`src/rtl/pixel_write_buffer.sv`:
```
// Pixel write buffer: queues in-range draw-bus pixels and replays them as frame-buffer writes,
// one write held on the memory port until fb_ready accepts it.
module pixel_write_buffer #(
  parameter int unsigned DEPTH    = 8,
  parameter int unsigned SCREEN_W = 160,
  parameter int unsigned SCREEN_H = 120
) (
  input  logic        clk,
  input  logic        reset,
  input  logic        vga_draw_enable_bus,
  input  logic [7:0]  vga_x_out_bus,
  input  logic [7:0]  vga_y_out_bus,
  input  logic [23:0] vga_RGB_out_bus,
  input  logic        fb_ready,
  input  logic        clear_overflow,
  output logic [14:0] fb_address,
  output logic [23:0] fb_data,
  output logic        fb_wren,
  output logic [4:0]  level,
  output logic        busy,
  output logic        overflow
);

  localparam int unsigned PtrW = (DEPTH > 1) ? $clog2(DEPTH) : 1;
  localparam logic [PtrW-1:0] PtrOne  = PtrW'(1);
  localparam logic [4:0]      LvlOne  = 5'd1;
  localparam logic [4:0]      LvlFull = 5'(DEPTH);

  typedef enum logic [1:0] {StIdle, StFetch, StWrite} state_e;

  state_e          state_q, state_d;
  logic [PtrW-1:0] wr_ptr_q, wr_ptr_d;
  logic [PtrW-1:0] rd_ptr_q, rd_ptr_d;
  logic [4:0]      level_q, level_d;
  logic            overflow_q, overflow_d;
  logic [14:0]     fb_address_q;
  logic [23:0]     fb_data_q;

  // Entry layout: {x, y, rgb}
  logic [39:0] mem [DEPTH];
  logic [39:0] head;

  logic        in_range;
  logic        push_req;
  logic        push_accept;
  logic        ovf_set;
  logic        pop;
  logic        full;
  logic [14:0] head_x_ext;
  logic [14:0] head_y_ext;
  logic [14:0] head_addr;

  assign full = (level_q == LvlFull);
  assign head = mem[rd_ptr_q];

  always_comb begin
    in_range = ({24'd0, vga_x_out_bus} < SCREEN_W) && ({24'd0, vga_y_out_bus} < SCREEN_H);
    // A z/x enable takes the else path in 4-state simulation, so it never pushes.
    push_req = 1'b0;
    if (vga_draw_enable_bus == 1'b1) begin
      push_req = in_range;
    end
  end

  // A full FIFO still takes a push when the same edge pops the head.
  assign push_accept = push_req && (!full || pop);
  assign ovf_set     = push_req && full && !pop;

  // y*160 + x as shift-add; y < 120 keeps the result within 15 bits.
  assign head_x_ext = {7'd0, head[39:32]};
  assign head_y_ext = {7'd0, head[31:24]};
  assign head_addr  = (head_y_ext << 7) + (head_y_ext << 5) + head_x_ext;

  always_comb begin
    state_d = state_q;
    pop     = 1'b0;
    unique case (state_q)
      StIdle: begin
        if (level_q != 5'd0) begin
          state_d = StFetch;
        end
      end
      StFetch: begin
        if (level_q != 5'd0) begin
          pop     = 1'b1;
          state_d = StWrite;
        end else begin
          state_d = StIdle;
        end
      end
      StWrite: begin
        if (fb_ready) begin
          state_d = (level_q != 5'd0) ? StFetch : StIdle;
        end
      end
      default: state_d = StIdle;
    endcase
  end

  always_comb begin
    wr_ptr_d = wr_ptr_q;
    rd_ptr_d = rd_ptr_q;
    level_d  = level_q;
    if (push_accept) begin
      wr_ptr_d = wr_ptr_q + PtrOne;
    end
    if (pop) begin
      rd_ptr_d = rd_ptr_q + PtrOne;
    end
    unique case ({push_accept, pop})
      2'b10:   level_d = level_q + LvlOne;
      2'b01:   level_d = level_q - LvlOne;
      default: level_d = level_q;
    endcase
  end

  always_comb begin
    overflow_d = overflow_q;
    if (ovf_set) begin
      overflow_d = 1'b1;
    end else if (clear_overflow) begin
      overflow_d = 1'b0;
    end
  end

  always_ff @(posedge clk or posedge reset) begin
    if (reset) begin
      state_q      <= StIdle;
      wr_ptr_q     <= '0;
      rd_ptr_q     <= '0;
      level_q      <= '0;
      overflow_q   <= 1'b0;
      fb_address_q <= '0;
      fb_data_q    <= '0;
    end else begin
      state_q    <= state_d;
      wr_ptr_q   <= wr_ptr_d;
      rd_ptr_q   <= rd_ptr_d;
      level_q    <= level_d;
      overflow_q <= overflow_d;
      if (pop) begin
        fb_address_q <= head_addr;
        fb_data_q    <= head[23:0];
      end
    end
  end

  // Storage has no reset; contents are only read behind a valid level.
  always_ff @(posedge clk) begin
    if (push_accept) begin
      mem[wr_ptr_q] <= {vga_x_out_bus, vga_y_out_bus, vga_RGB_out_bus};
    end
  end

  assign fb_address = fb_address_q;
  assign fb_data    = fb_data_q;
  assign fb_wren    = (state_q == StWrite);
  assign level      = level_q;
  assign busy       = (level_q != 5'd0) || (state_q != StIdle);
  assign overflow   = overflow_q;

endmodule

```
`config.mk`:
```
export PLATFORM = sky130hd
export DESIGN_NAME = pixel_write_buffer
export DESIGN_NICKNAME = d
export VERILOG_FILES = /design/src/rtl/pixel_write_buffer.sv
export SDC_FILE = /design/constraint.sdc
export NUM_CORES = 1
export LEC_CHECK = 0
export ABC_AREA = 0
export BUFFER_PORTS_ARGS = -buffer_cell sky130_fd_sc_hd__buf_2
export CAP_MARGIN = 25
export CORE_ASPECT_RATIO = 0.8
export CORE_MARGIN = 1.5
export CORE_UTILIZATION = 47
export CTS_CLUSTER_SIZE = 24
export DETAILED_ROUTE_END_ITERATION = 10
export GPL_TIMING_DRIVEN = 0
export MAX_ROUTING_LAYER = met4
export SLEW_MARGIN = 20
export SYNTH_ARGS = -nofsm -noshare
export SYNTH_HDL_FRONTEND = slang
export SYNTH_SLANG_ARGS = --single-unit
```
`constraint.sdc`:
```
create_clock -name clk -period 4.65 [get_ports clk]
set_input_delay 0.6975 -clock clk [delete_from_list [all_inputs] [get_ports clk]]
set_output_delay 0.6975 -clock clk [all_outputs]
set_load 0.005 [all_outputs]
```
After elaboration in Yosys (flattened, before gate mapping)
Memory sizes are Yosys's and may differ from the RTL's.
Cells that the tools add are included.
- register bits: 53
- bits in writable memories: 320
- bits of input ports: 45
- logic and storage cells: 50
- memories: 1
- memories (memory ; words ; width ; read ports ; clocked after memory_dff ; write ports ; line ; source):
    mem ; 8 ; 40 ; 1 ; 0 ; 1 ; 40 ; logic [39:0] mem [DEPTH];
- add/subtract/negate cells: 6
- $lt $le $gt $ge: 2
- eq/ne operators: 7
- multiplexer cells: 13
- reductions and logical operators: 14
- operator list (cell ; count):
    15-bit by 13-bit adder with 15-bit output ; 1
    15-bit by 8-bit adder with 15-bit output ; 1
    5-bit one-hot mux with 2 select lines ; 1
    8-bit by 7-bit less-than comparator with 1-bit output (second input constant) ; 1
    8-bit less-than comparator (second input constant) ; 1
    1-bit 2-to-1 mux ; 8
    3-bit by 1-bit adder with 3-bit output (second input constant) ; 2
    2-bit 2-to-1 mux ; 3
    2-bit one-hot mux with 3 select lines ; 1
    2-bit nonzero test ; 3
    5-bit by 1-bit adder with 5-bit output (second input constant) ; 1
    5-bit by 4-bit == test with 1-bit output (second input constant) ; 1
    5-bit nonzero test ; 1
    5-bit by 1-bit subtractor with 5-bit output (second input constant) ; 1
    2-bit by 1-bit == test with 1-bit output (second input constant) ; 2
    2-bit == test (second input constant) ; 2
    1-bit logical AND ; 4
    2-bit != test (second input constant) ; 2
    1-bit zero test ; 2
    2-bit zero test ; 1
    1-bit logical OR ; 2
    2-bit AND reduction ; 1

Depth between registers and ports, before layout
- word-level depth: 7
- gate-level depth with buffers: 14

Worst setup path after synthesis
OpenSTA, ideal clock, no wires.
- path type: input to register
- start point: input port vga_x_out_bus[6]
- end point: memory mem[0][0], enable pin
- arrival: 4.186 ns
- path slack: -0.023 ns
- cell stages on the path: 6
- cells stage by stage: o21ai_1 > and3_1 > buf_2 > and2_1 > nand2b_1 > nor3_1
- word-level cells in the longest chain between the ends: 6
- RTL lines (item ; line ; source):
    start, declared ; 11 ; input logic [7:0] vga_x_out_bus,
    8-bit less-than comparator ; 57 ; in_range = ({24'd0, vga_x_out_bus} < SCREEN_W) && ({24'd0, vga_y_out_bus} < SCREEN_H);
    1-bit logical AND ; 57 ;
    1-bit 2-to-1 mux ; 60 ; if (vga_draw_enable_bus == 1'b1) begin
    1-bit logical AND ; 66 ; assign push_accept = push_req && (!full || pop);
    1-bit 2-to-1 mux ; 150 ; if (push_accept) begin
    1-bit 2-to-1 mux (implied by the code) ; 151 ; mem[wr_ptr_q] <= {vga_x_out_bus, vga_y_out_bus, vga_RGB_out_bus};
    end, declared ; 40 ;
Every way passes these cells.

Worst setup path after layout
- start point: register rd_ptr_q[1]
- end point: register fb_address_q[12], in the netlist fb_address[12]
- word-level cells in the longest chain between the ends: 3
- RTL lines (item ; line ; source):
    start, declared ; 33 ; logic [PtrW-1:0] rd_ptr_q, rd_ptr_d;
    start signal, assigned ; 138 ; rd_ptr_q <= rd_ptr_d;
    memory read 8 x 40 bit * ; -- ;
    15-bit by 13-bit adder with 15-bit output ; 72 ; assign head_addr = (head_y_ext << 7) + (head_y_ext << 5) + head_x_ext;
    15-bit by 8-bit adder with 15-bit output * ; 72 ;
    end signal, assigned ; 142 ; fb_address_q <= head_addr;
    end, declared ; 36 ; logic [14:0] fb_address_q;
Mark *: on every way between the ends. The rest lies on a longest branch, timed or not.
A chain may end at the register's enable or synchronous reset.

==> impl_metrics.ini <==
[timing]
max_freq_mhz = 224
final_max_slew_viol_count = 0
fin_skew_ns = 0.0229
finalHoldViolCount = 0
worst-slew-pin-transition_ns = 1.03
post-route-period-util_pct = 96.2
setup_viol = 0
min_period_ns = 4.47
setup_tns_ns = 0
rsz0062_at_grt = false
slew-limit-headroom_pct = 31.3

[synth]
synthArstFlopShare_pct = 14.2
syn_nets = 807
synth_area_per_cell_sq_um = 19.8
ys_ff_latch = 373
yosysSeqAreaShare_pct = 74.6
syn_area_sq_um = 14700
ys_types = 49
synth_edf_count = 320
syn_inst = 741
synth_flop_cell = edfxtp_1
ys_warn_count = 0

[setup_path]
rr_worst_depth = 11
critPathArrivalTime_ns = 4.88
worstSetupStartpointType = flip-flop
rrSetupSlack_ns = 0.18
cp_max_fo = 18
crit_chain = buf_2 -> buf_2 -> mux4_2 -> mux2_2 -> ha_1 -> ha_1 -> fa_1 -> a21o_1 -> a2111oi_0 -> xor2_1 -> o21ai_1
slowest_stage = a2111oi_0
r2r-end = fb_address[12]
cp.required_ns = 5.06
timing.rr.start = rd_ptr_q[1]
end_kind = flip-flop
cpPeakStageDelay_ns = 0.73
crit_type = reg2reg

[layout]
area_growth_pct = 19.4
n_fill_cell = 2349
nets = 957
final_area_sq_um = 17500
drive_gt1_share_pct = 33.4
finalNonFillerCells = 1333

[clock_network]
root_buffer = clkbuf_16
cts_sinks = 373
cts_tree = yes
postCtsSetupRepairBufs = 0
max-clock-path-buffers = 3
worst_skew_pair.late_latency_ns = 0.54
h-tree-depth = 2
path_clk_slew_ns = 0.06
cts_made_buffers = 37

[global_route]
antenna_found_initial = 1
grt_max_degree = 37
grt_pass1_wl_um = 49100
grt_pass1_vias = 7975
overflow = 0
grt_usage_pct = 21.5

[place]
io_buffer_count = 91
dp_hpwl_um = 20500
place_area_sq_um = 16100
place_congestion = 0.812
numPlacedInstances = 1266

[die]
core_sq_um = 30500
ioPinCount = 92
die_x_um = 200
start_util_pct = 48.0
dieArea_sq_um = 32200
rows = 57
die_h_um = 161

[route]
wl_met2_um = 15500
wl_met3_um = 1570
viasPerCell = 5.59
highest_layer = met4
drc = 0
drtPass1Iterations = 6
finalWirelength_um = 32300
ant_nets = 0
wl_met1_um = 14500
initialDrtViolationCount = 591
num_vias = 7453
wire_per_inst_um = 24.2

[pwr]
vdd_drop_max_v = 0.000439
power.leakage_nw = 6.20
powerDensity_nw_per_um2 = 651

[hold_path]
min_path_type = in2async

[flow_run]
cap_viol_max_count = 0

[outcome]
status = complete, no violations
## worst max-delay path by stage
stage	from	endpoint	slack, ns
2_1_floorplan	rd_ptr_q[1]	fb_address[14]	0.89
4_1_cts	rd_ptr_q[1]	fb_address[14]	0.04
5_1_grt	rd_ptr_q[1]	fb_address[12]	0.05
3_5_place_dp	rd_ptr_q[1]	fb_address[14]	-0.20
6_report	rd_ptr_q[1]	fb_address[12]	0.18
3_3_place_gp	vga_y_out_bus[7]	mem[2][2]	-1.47
## worst max-delay path: cells and delay by family (launching register included)
family          cells  cell delay, ns
compound gates      3            1.03
buf+inv             2            0.94
fa+ha+maj           3            0.94
mux                 2            0.70
xor+xnor            1            0.39
flops               1            0.34
## cell usage after synthesis (2+ instances only)
cell type	instances	area, sq um
edfxtp_1	320	9610
mux4_2	80	1800
nand2_1	59	221
dfrtp_1	53	1330
mux2i_1	34	340
o21ai_1	31	155
ha_1	19	238
nor2_1	16	60.1
buf_2	14	70.1
clkbuf_1	11	41.3
mux2_2	8	90.1
xnor2_1	8	70.1
inv_1	7	26.3
o21ai_0	7	35.0
a21oi_1	6	30.0
nand2b_1	6	37.5
a21o_1	5	37.5
buf_4	4	30.0
buf_6	4	45.0
nor3_1	4	20.0
xor2_1	4	35.0
a211oi_1	3	22.5
and3_1	3	18.8
nand3_1	3	15.0
or3_1	3	18.8
a2111oi_0	2	17.5
and2_1	2	12.5
fa_1	2	40.0
nor2b_1	2	12.5
or4_1	2	15.0
## state kept, by name (all words and copies together) (netlist names)
register,count
state_q,2
rd_ptr_q,3
level,5
wr_ptr_q,3
fb_data,24
overflow,1
fb_address,15
mem,320
## through the flow
step	total power (W)	setup slack [ns]	util (%)	hold slack [ns]
2_1_floorplan	0.00692	0.886	-	0.449
3_3_place_gp	0.00801	-1.47	51.2	0.461
3_5_place_dp	0.00815	-0.195	52.8	0.463
4_1_cts	0.0115	0.0363	57.3	0.117
5_1_grt	0.0120	0.0478	57.3	0.147
6_report	0.0114	0.178	57.3	0.132
## report_power, final
part	internal (W)	switching, W
combinational	0.00175	0.00210
sequential	0.00400	0.000214
clock	0.00206	0.00126
total	0.00782	0.00358
## layout by cell type (no fill, tap or decap), types with 6 or more instances in the layout
| cell | synthesis | routed |
|---|---|---|
| edfxtp_1 | 320 | 320 |
| buf_2 | 14 | 105 |
| mux4_2 | 80 | 80 |
| nand2_1 | 59 | 59 |
| dfrtp_1 | 53 | 53 |
| clkbuf_16 | 0 | 38 |
| mux2i_1 | 34 | 34 |
| o21ai_1 | 31 | 31 |
| ha_1 | 19 | 19 |
| nor2_1 | 16 | 10 |
| bufinv_16 | 0 | 9 |
| xnor2_1 | 8 | 8 |
| clkbuf_1 | 11 | 8 |
| mux2_2 | 8 | 8 |
| o21ai_0 | 7 | 7 |
| nor2_4 | 1 | 7 |
| buf_12 | 0 | 7 |
| inv_1 | 7 | 6 |
| buf_6 | 4 | 6 |
| nand2b_1 | 6 | 6 |
| a21oi_1 | 6 | 6 |
| clkinv_2 | 0 | 6 |
| buf_8 | 0 | 6 |
| buf_16 | 0 | 6 |
## metal layers
layer  track usage [%]  vias up
li1                  -     3268
met1              29.2     3934
met2              33.9      197
met3              3.57       54
met4              6.46        0
met5                 -        -
## layout make-up
class	instances	area, sq um	area share, %
tap	413	517	2.95
clock buffer	42	1010	5.75
multi-input combinational	326	3560	20.4
sequential	373	10900	62.5
buffer	33	189	1.08
inverter	8	32.5	0.186
antenna	1	2.50	0.0143
clock inverter	25	377	2.15
timing repair buffer	112	873	4.99
## cell families (layout without fill, tap and decap cells)
family                     Yosys count  in the layout  share of synthesized area, %
xor gates and xnor gates            12             12                         0.717
and+or+nand+nor                    108            108                          3.42
AOI/OAI and AO/OA                   62             62                          2.48
other                                0              1                             0
DFF                                373            373                          74.6
buffers and inverters               42            220                          1.50
muxes                              123            123                          15.3
adders and majority gates           21             21                          1.90
## timing repair
action / in CTS / in global routing
hold buffers: 0 / 0
endpoints found under the hold margin: 0 / 0
resized for setup: 0 / 5
setup endpoints to repair: 2 / 3
(Power assumes the default switching activity.)
